## config.mk

```make
export PLATFORM = sky130hd
export DESIGN_NAME = fpu_add_issuer
export DESIGN_NICKNAME = d
export VERILOG_FILES = /design/src/rtl/fpu_add_issuer.sv
export SDC_FILE = /design/constraint.sdc
export NUM_CORES = 1
export LEC_CHECK = 0
export ABC_AREA = 1
export CAP_MARGIN = 15
export CORE_MARGIN = 1
export CORE_UTILIZATION = 40
export DETAILED_ROUTE_END_ITERATION = 10
export PLACE_DENSITY_LB_ADDON = 0.15
export SYNTH_ARGS = -nofsm -noshare
export SYNTH_HDL_FRONTEND = slang
export SYNTH_SLANG_ARGS = --single-unit
```

## constraint.sdc

```tcl
create_clock -name clk -period 11.8 [get_ports clk]
set_clock_uncertainty 0.05 [all_clocks]
set_input_delay 1.77 -clock clk [delete_from_list [all_inputs] [get_ports clk]]
set_output_delay 1.77 -clock clk [all_outputs]
set_load 0.01 [all_outputs]
```

## src/rtl/fpu_add_issuer.sv

```systemverilog
// Issue front end for the multi-cycle FP32 adder: tagged command FIFO, one op in flight, result port, watchdog.
// Optional result classification flags are built when FPU_ISSUE_FLAGS_EN is defined.
module fpu_add_issuer #(
    parameter int unsigned FIFO_DEPTH = 4,
    parameter int unsigned TAG_W      = 4,
    parameter int unsigned TIMEOUT    = 64
) (
    input  logic                          clk,
    input  logic                          rst,
    input  logic                          cmd_valid,
    output logic                          cmd_ready,
    input  logic [31:0]                   cmd_a,
    input  logic [31:0]                   cmd_b,
    input  logic                          cmd_sub,
    input  logic [TAG_W-1:0]              cmd_tag,
    output logic [31:0]                   fpu_a,
    output logic [31:0]                   fpu_b,
    output logic                          fpu_sub,
    output logic                          fpu_enable,
    input  logic [31:0]                   fpu_result,
    input  logic                          fpu_result_ready,
    output logic                          res_valid,
    input  logic                          res_ready,
    output logic [31:0]                   res_data,
    output logic [TAG_W-1:0]              res_tag,
    output logic                          res_timeout,
    output logic [2:0]                    res_flags,
    output logic                          busy,
    output logic [$clog2(FIFO_DEPTH):0]   fifo_level
);

    localparam int unsigned PTR_W = $clog2(FIFO_DEPTH);
    localparam int unsigned LVL_W = PTR_W + 1;
    localparam int unsigned ENT_W = 65 + TAG_W;
    localparam int unsigned CNT_W = $clog2(TIMEOUT);
    localparam logic [CNT_W-1:0] CNT_LAST = CNT_W'(TIMEOUT - 1);
    localparam logic [31:0] QNAN = 32'hFFC00000;

    localparam logic [2:0] ST_IDLE    = 3'd0;
    localparam logic [2:0] ST_LAUNCH  = 3'd1;
    localparam logic [2:0] ST_WAIT    = 3'd2;
    localparam logic [2:0] ST_HOLD    = 3'd3;
    localparam logic [2:0] ST_RECOVER = 3'd4;

    logic [ENT_W-1:0] mem_q [FIFO_DEPTH];
    logic [PTR_W-1:0] wr_ptr_q, wr_ptr_d, rd_ptr_q, rd_ptr_d;
    logic [LVL_W-1:0] count_q, count_d;
    logic             cmd_ready_q, cmd_ready_d, busy_q, busy_d;
    logic             push_c, pop_c;
    logic [ENT_W-1:0] head_c;

    logic [2:0]       state_q, state_d;
    logic [31:0]      fpu_a_q, fpu_a_d, fpu_b_q, fpu_b_d;
    logic             fpu_sub_q, fpu_sub_d, fpu_enable_q, fpu_enable_d;
    logic [TAG_W-1:0] tag_q, tag_d, res_tag_q, res_tag_d;
    logic [CNT_W-1:0] cnt_q, cnt_d;
    logic             stray_q, stray_d;
    logic             res_valid_q, res_valid_d, res_timeout_q, res_timeout_d;
    logic [31:0]      res_data_q, res_data_d;
    logic             cap_c, cap_to_c;
    logic [31:0]      cap_data_c;

    // FIFO bookkeeping; pops only happen when the FSM idles with work queued
    assign push_c = cmd_valid && cmd_ready_q;
    assign pop_c  = (state_q == ST_IDLE) && (count_q != '0);
    assign head_c = mem_q[rd_ptr_q];

    always_comb begin
        wr_ptr_d    = push_c ? wr_ptr_q + PTR_W'(1) : wr_ptr_q;
        rd_ptr_d    = pop_c ? rd_ptr_q + PTR_W'(1) : rd_ptr_q;
        count_d     = count_q + LVL_W'(push_c) - LVL_W'(pop_c);
        cmd_ready_d = (count_d != LVL_W'(FIFO_DEPTH));
        busy_d      = (count_d != '0) || (state_d != ST_IDLE);
    end

    always_ff @(posedge clk) begin
        if (push_c) mem_q[wr_ptr_q] <= {cmd_tag, cmd_sub, cmd_b, cmd_a};
    end

    // Issue FSM; operands stay frozen from launch until the next pop
    always_comb begin
        state_d      = state_q;
        fpu_a_d      = fpu_a_q;
        fpu_b_d      = fpu_b_q;
        fpu_sub_d    = fpu_sub_q;
        tag_d        = tag_q;
        fpu_enable_d = 1'b0;
        cnt_d        = cnt_q;
        stray_d      = stray_q;
        res_valid_d  = res_valid_q;
        cap_c        = 1'b0;
        cap_to_c     = 1'b0;
        cap_data_c   = '0;
        case (state_q)
            ST_IDLE: begin
                if (pop_c) begin
                    {tag_d, fpu_sub_d, fpu_b_d, fpu_a_d} = head_c;
                    fpu_enable_d = 1'b1;
                    state_d      = ST_LAUNCH;
                end
            end
            ST_LAUNCH: begin
                cnt_d   = '0;
                state_d = ST_WAIT;
            end
            ST_WAIT: begin
                if (fpu_result_ready) begin
                    cap_c       = 1'b1;
                    cap_data_c  = fpu_result;
                    res_valid_d = 1'b1;
                    cnt_d       = '0;
                    state_d     = ST_HOLD;
                end else if (cnt_q == CNT_LAST) begin
                    cap_c       = 1'b1;
                    cap_data_c  = QNAN;
                    cap_to_c    = 1'b1;
                    res_valid_d = 1'b1;
                    cnt_d       = '0;
                    stray_d     = 1'b0;
                    state_d     = ST_RECOVER;
                end else begin
                    cnt_d = cnt_q + CNT_W'(1);
                end
            end
            ST_HOLD: begin
                if (res_ready) begin
                    res_valid_d = 1'b0;
                    state_d     = ST_IDLE;
                end
            end
            ST_RECOVER: begin
                // Leave only once the adder is known to be quiet again
                if (res_ready) res_valid_d = 1'b0;
                if (fpu_result_ready) stray_d = 1'b1;
                if (cnt_q != CNT_LAST) cnt_d = cnt_q + CNT_W'(1);
                if ((!res_valid_q || res_ready) &&
                    (stray_q || fpu_result_ready || (cnt_q == CNT_LAST))) begin
                    cnt_d   = '0;
                    stray_d = 1'b0;
                    state_d = ST_IDLE;
                end
            end
            default: state_d = ST_IDLE;
        endcase
    end

    always_comb begin
        res_data_d    = cap_c ? cap_data_c : res_data_q;
        res_tag_d     = cap_c ? tag_q : res_tag_q;
        res_timeout_d = cap_c ? cap_to_c : res_timeout_q;
    end

    always_ff @(posedge clk or posedge rst) begin
        if (rst) begin
            wr_ptr_q      <= '0;
            rd_ptr_q      <= '0;
            count_q       <= '0;
            cmd_ready_q   <= 1'b1;
            busy_q        <= 1'b0;
            state_q       <= ST_IDLE;
            fpu_a_q       <= '0;
            fpu_b_q       <= '0;
            fpu_sub_q     <= 1'b0;
            fpu_enable_q  <= 1'b0;
            tag_q         <= '0;
            cnt_q         <= '0;
            stray_q       <= 1'b0;
            res_valid_q   <= 1'b0;
            res_data_q    <= '0;
            res_tag_q     <= '0;
            res_timeout_q <= 1'b0;
        end else begin
            wr_ptr_q      <= wr_ptr_d;
            rd_ptr_q      <= rd_ptr_d;
            count_q       <= count_d;
            cmd_ready_q   <= cmd_ready_d;
            busy_q        <= busy_d;
            state_q       <= state_d;
            fpu_a_q       <= fpu_a_d;
            fpu_b_q       <= fpu_b_d;
            fpu_sub_q     <= fpu_sub_d;
            fpu_enable_q  <= fpu_enable_d;
            tag_q         <= tag_d;
            cnt_q         <= cnt_d;
            stray_q       <= stray_d;
            res_valid_q   <= res_valid_d;
            res_data_q    <= res_data_d;
            res_tag_q     <= res_tag_d;
            res_timeout_q <= res_timeout_d;
        end
    end

`ifdef FPU_ISSUE_FLAGS_EN
    logic [2:0] res_flags_q, res_flags_d;

    function automatic logic [2:0] fp_class(input logic [31:0] v);
        fp_class = {(v[30:23] == 8'hFF) && (v[22:0] != '0),
                    (v[30:23] == 8'hFF) && (v[22:0] == '0),
                    (v[30:23] == 8'h00) && (v[22:0] == '0)};
    endfunction

    always_comb res_flags_d = cap_c ? fp_class(cap_data_c) : res_flags_q;

    always_ff @(posedge clk or posedge rst) begin
        if (rst) res_flags_q <= '0;
        else     res_flags_q <= res_flags_d;
    end

    assign res_flags = res_flags_q;
`else
    assign res_flags = 3'b000;
`endif

    assign cmd_ready   = cmd_ready_q;
    assign busy        = busy_q;
    assign fifo_level  = count_q;
    assign fpu_a       = fpu_a_q;
    assign fpu_b       = fpu_b_q;
    assign fpu_sub     = fpu_sub_q;
    assign fpu_enable  = fpu_enable_q;
    assign res_valid   = res_valid_q;
    assign res_data    = res_data_q;
    assign res_tag     = res_tag_q;
    assign res_timeout = res_timeout_q;

endmodule

```

==> results.yml <==
power_and_ir_drop:
  finalPower_w: 0.005064
  p_per_area_nw_per_um2: 260.6
  leakage_nw: 7.198
  irDropWorstVdd_v: 0.0001336
timing:
  period_minus_slack_ns: 4.104
  rsz0062_at_grt: "no"
  relSlewSlack: 0.2749
  max_freq_ghz: 0.2437
  hold_viol: 0
  fin_crit_sh: 0.3478
  worstMarginPinSlew_ns: 1.088
  setup_viol: 0
  final.setup.tns_ns: 0
  setup_ws_ns: 7.696
  slew_viol_final: 0
drt:
  wire_per_inst_um: 17.60
  antenna_left: 0
  drt-initial-drc-count: 540
  wl_mm: 35.63
  drt_drc_violations_left: 0
  drt_pass1_iterations: 5
  via_count: 9922
  vias_per_cell: 4.902
synth:
  synthesis.instances: 1284
  synthFlopType: "edfxtp_1"
  ys_types: 28
  yosysTopAreaCellShare: 0.5330
  synth.area.top_cells: "edfxtp_1, dfrtp_1, nor2_1, o21ai_0, a31oi_1"
  synth_warnings: 0
  synth_area_per_cell_um2: 12.11
  ys_seq_area_frac: 0.7375
  async_flop_share: 0.3151
  synth-edff-count: 276
  synth_top_cell_by_area: "edfxtp_1"
  ys_ff_latch: 403
  syn_area_um2: 15550
worst_setup_path:
  crit_fanout: 37
  critPathMaxStageDelay_ns: 0.97
  path_buf_inv: 2
  crit_path_end_kind: "flop"
  path_delay_family: "simple AND/OR/NAND/NOR gates"
  cp-startpoint: "cmd_valid"
  path_cells: "clkdlybuf4s50_1, nand2_1, nor2_4, buf_4"
  critPathKind: "in2reg"
  cp.required_ns: 11.93
  critPathArrivalTime_ns: 4.24
  slowest_stage: "nor2_4"
  start_kind: "input pin"
  timing.rr.start: "state_q[1]"
cells_and_area:
  fin_nets: 1592
  num_antenna_cells: 0
  final_area_um2: 19430
  stdcell_count: 2024
  drive_gt1_frac: 0.06940
  filler_cell_count: 3340
  area_growth_pct: 24.97
worst_hold_path:
  holdCritPathClass: "reg2reg"
  hp-start: "tag_q[2]"
placement:
  place_inst: 1944
  dp_slack_ns: 7.050
  placed_cell_area_um2: 18020
  port_buffers: 214
  place_congestion: 0.8017
  dpl.hpwl_mm: 20.22
job:
  maxCapViolations: 0
global_routing:
  grt_pass1_wl_mm: 55.22
  grt_overflow_total: 0
  grt_pass1_vias: 9935
  grt_max_degree: 117
  grt_antenna_before_repair: 2
  gr-usage-all-layers: 0.1818
die:
  die_y_um: 199.2
  num_rows: 71
  start_util: 0.4099
  die_w_um: 199.2
  fp.dieArea_um2: 39660
  io_pins: 218
  core_um2: 37930
clock_network:
  cts_made_buffers: 43
  clock_sinks: 403
  cts_setup_buffers: 0
  hold_buffers: 0
  htree_levels: 2
  cts_resized: 0
  path_clk_slew_ns: 0.06
  clk_latency_ns: 0.56
  cts_tree: "done"
  clockBufferDepth: 3
  clock-root-buffer: "clkbuf_16"
run_status:
  outcome: "finished clean"
==> placed cells by master, fill, tap and decap left out, types with 2 or more instances in the layout <==
cell type / n
ha_1: 7
o21ai_1: 2
nand2_1: 101
nand3_1: 56
nor2_4: 5
a21oi_1: 2
nand3_2: 11
buf_4: 9
o21ai_0: 141
conb_1: 3
clkinv_2: 7
edfxtp_1: 276
inv_1: 27
inv_2: 3
clkinv_1: 3
clkbuf_8: 8
xor2_1: 4
dfrtp_4: 2
clkbuf_1: 13
a31oi_1: 69
nand2_2: 4
clkdlybuf4s50_1: 214
clkbuf_16: 43
nand4_1: 2
dfrtp_1: 124
clkinv_16: 2
nor2_1: 361
inv_4: 2
clkinvlp_4: 3
==> sequential cells by signal, summed over array words and instances, names as in the netlist, 2 cells and up <==
signal / cells
tag_q: 4
res_data: 32
fpu_a: 32
wr_ptr_q: 2
fpu_b: 32
cnt_q: 6
res_tag: 4
rd_ptr_q: 2
mem_q: 276
state_q: 3
fifo_level: 3
==> layer usage <==
metal	wire length (um)	share of wire	up-vias	global-route usage
li1	-	-	4829	-
met1	15800	0.44	4790	0.2423
met2	16860	0.47	242	0.3012
met3	2266	0.064	57	0.03848
met4	668	0.019	4	0.04872
met5	28	0.00079	-	0
==> through the flow <==
step	hold slack (ns)	util
after global placement	0.4035	0.4751
final	0.4262	0.5123
after global routing	0.4460	0.5123
after CTS	0.4320	0.5123
after floorplan	0.3926	-
after detailed placement	0.4135	0.4751
==> worst register-to-register path: cells and delay by family (launching register included) <==
kind                       cells  cell delay [ns]
buffers and inverters          2             0.64
and+or+nand+nor                6             0.83
DFF                            1             0.41
adders and majority gates      3             0.97
==> cell families (layout without fill, tap and decap cells) <==
logic type               Yosys count  after routing  synth area share
buffers and inverters            110            337           0.03597
AND/OR/NAND/NOR                  542            542            0.1416
other                              1              3         0.0002412
XOR/XNOR                           4              4          0.002253
AO/OA/AOI/OAI                    216            216           0.07548
flip-flops                       403            403            0.7375
adder cells (fa/ha/maj)            8              8          0.006920
==> power by group <==
| group | switching, W | internal, W | leakage (nW) |
|---|---|---|---|
| combinational | 0.000910 | 0.000668 | 2.51 |
| sequential | 0.000252 | 0.00192 | 4.01 |
| clock | 0.000555 | 0.000757 | 0.678 |
==> cell usage after synthesis, types with 2 or more instances <==
cell type and instances:
clkbuf_1 24, o21ai_1 2, xor2_1 4, dfrtp_1 126, nand2_1 101, buf_2 27, ha_1 7, a31oi_1 69
a21oi_1 2, buf_4 20, nand4_1 2, nand3_2 11, nand2_2 4, inv_2 6, buf_6 5, o21ai_0 141
nor2_1 365, nand3_1 56, inv_1 28, edfxtp_1 276
==> final timing paths <==
path | endpoint | cells after the start | slack (ns)
max | mem_q[0][59] | 4 | 7.70
min reg2reg | res_tag[2] | 2 | 0.43
min | res_tag[2] | 2 | 0.43
min in group asynchronous | res_data[31] | 2 | 1.70
max reg2reg | busy | 11 | 8.78
max in group asynchronous | rd_ptr_q[1] | 3 | 8.68
==> cell type report <==
cell class / instances / area [um^2] / area share
flip-flops and latches: 403 / 11470 / 0.5905
clock buffers: 64 / 1235 / 0.06355
inverters: 34 / 138.9 / 0.007147
multi-input cells: 773 / 3560 / 0.1832
clock inverters: 16 / 173.9 / 0.008950
repair buffers: 223 / 2210 / 0.1137
well taps: 511 / 639.4 / 0.03290
No activity file was read; power rests on OpenSTA's default activity.
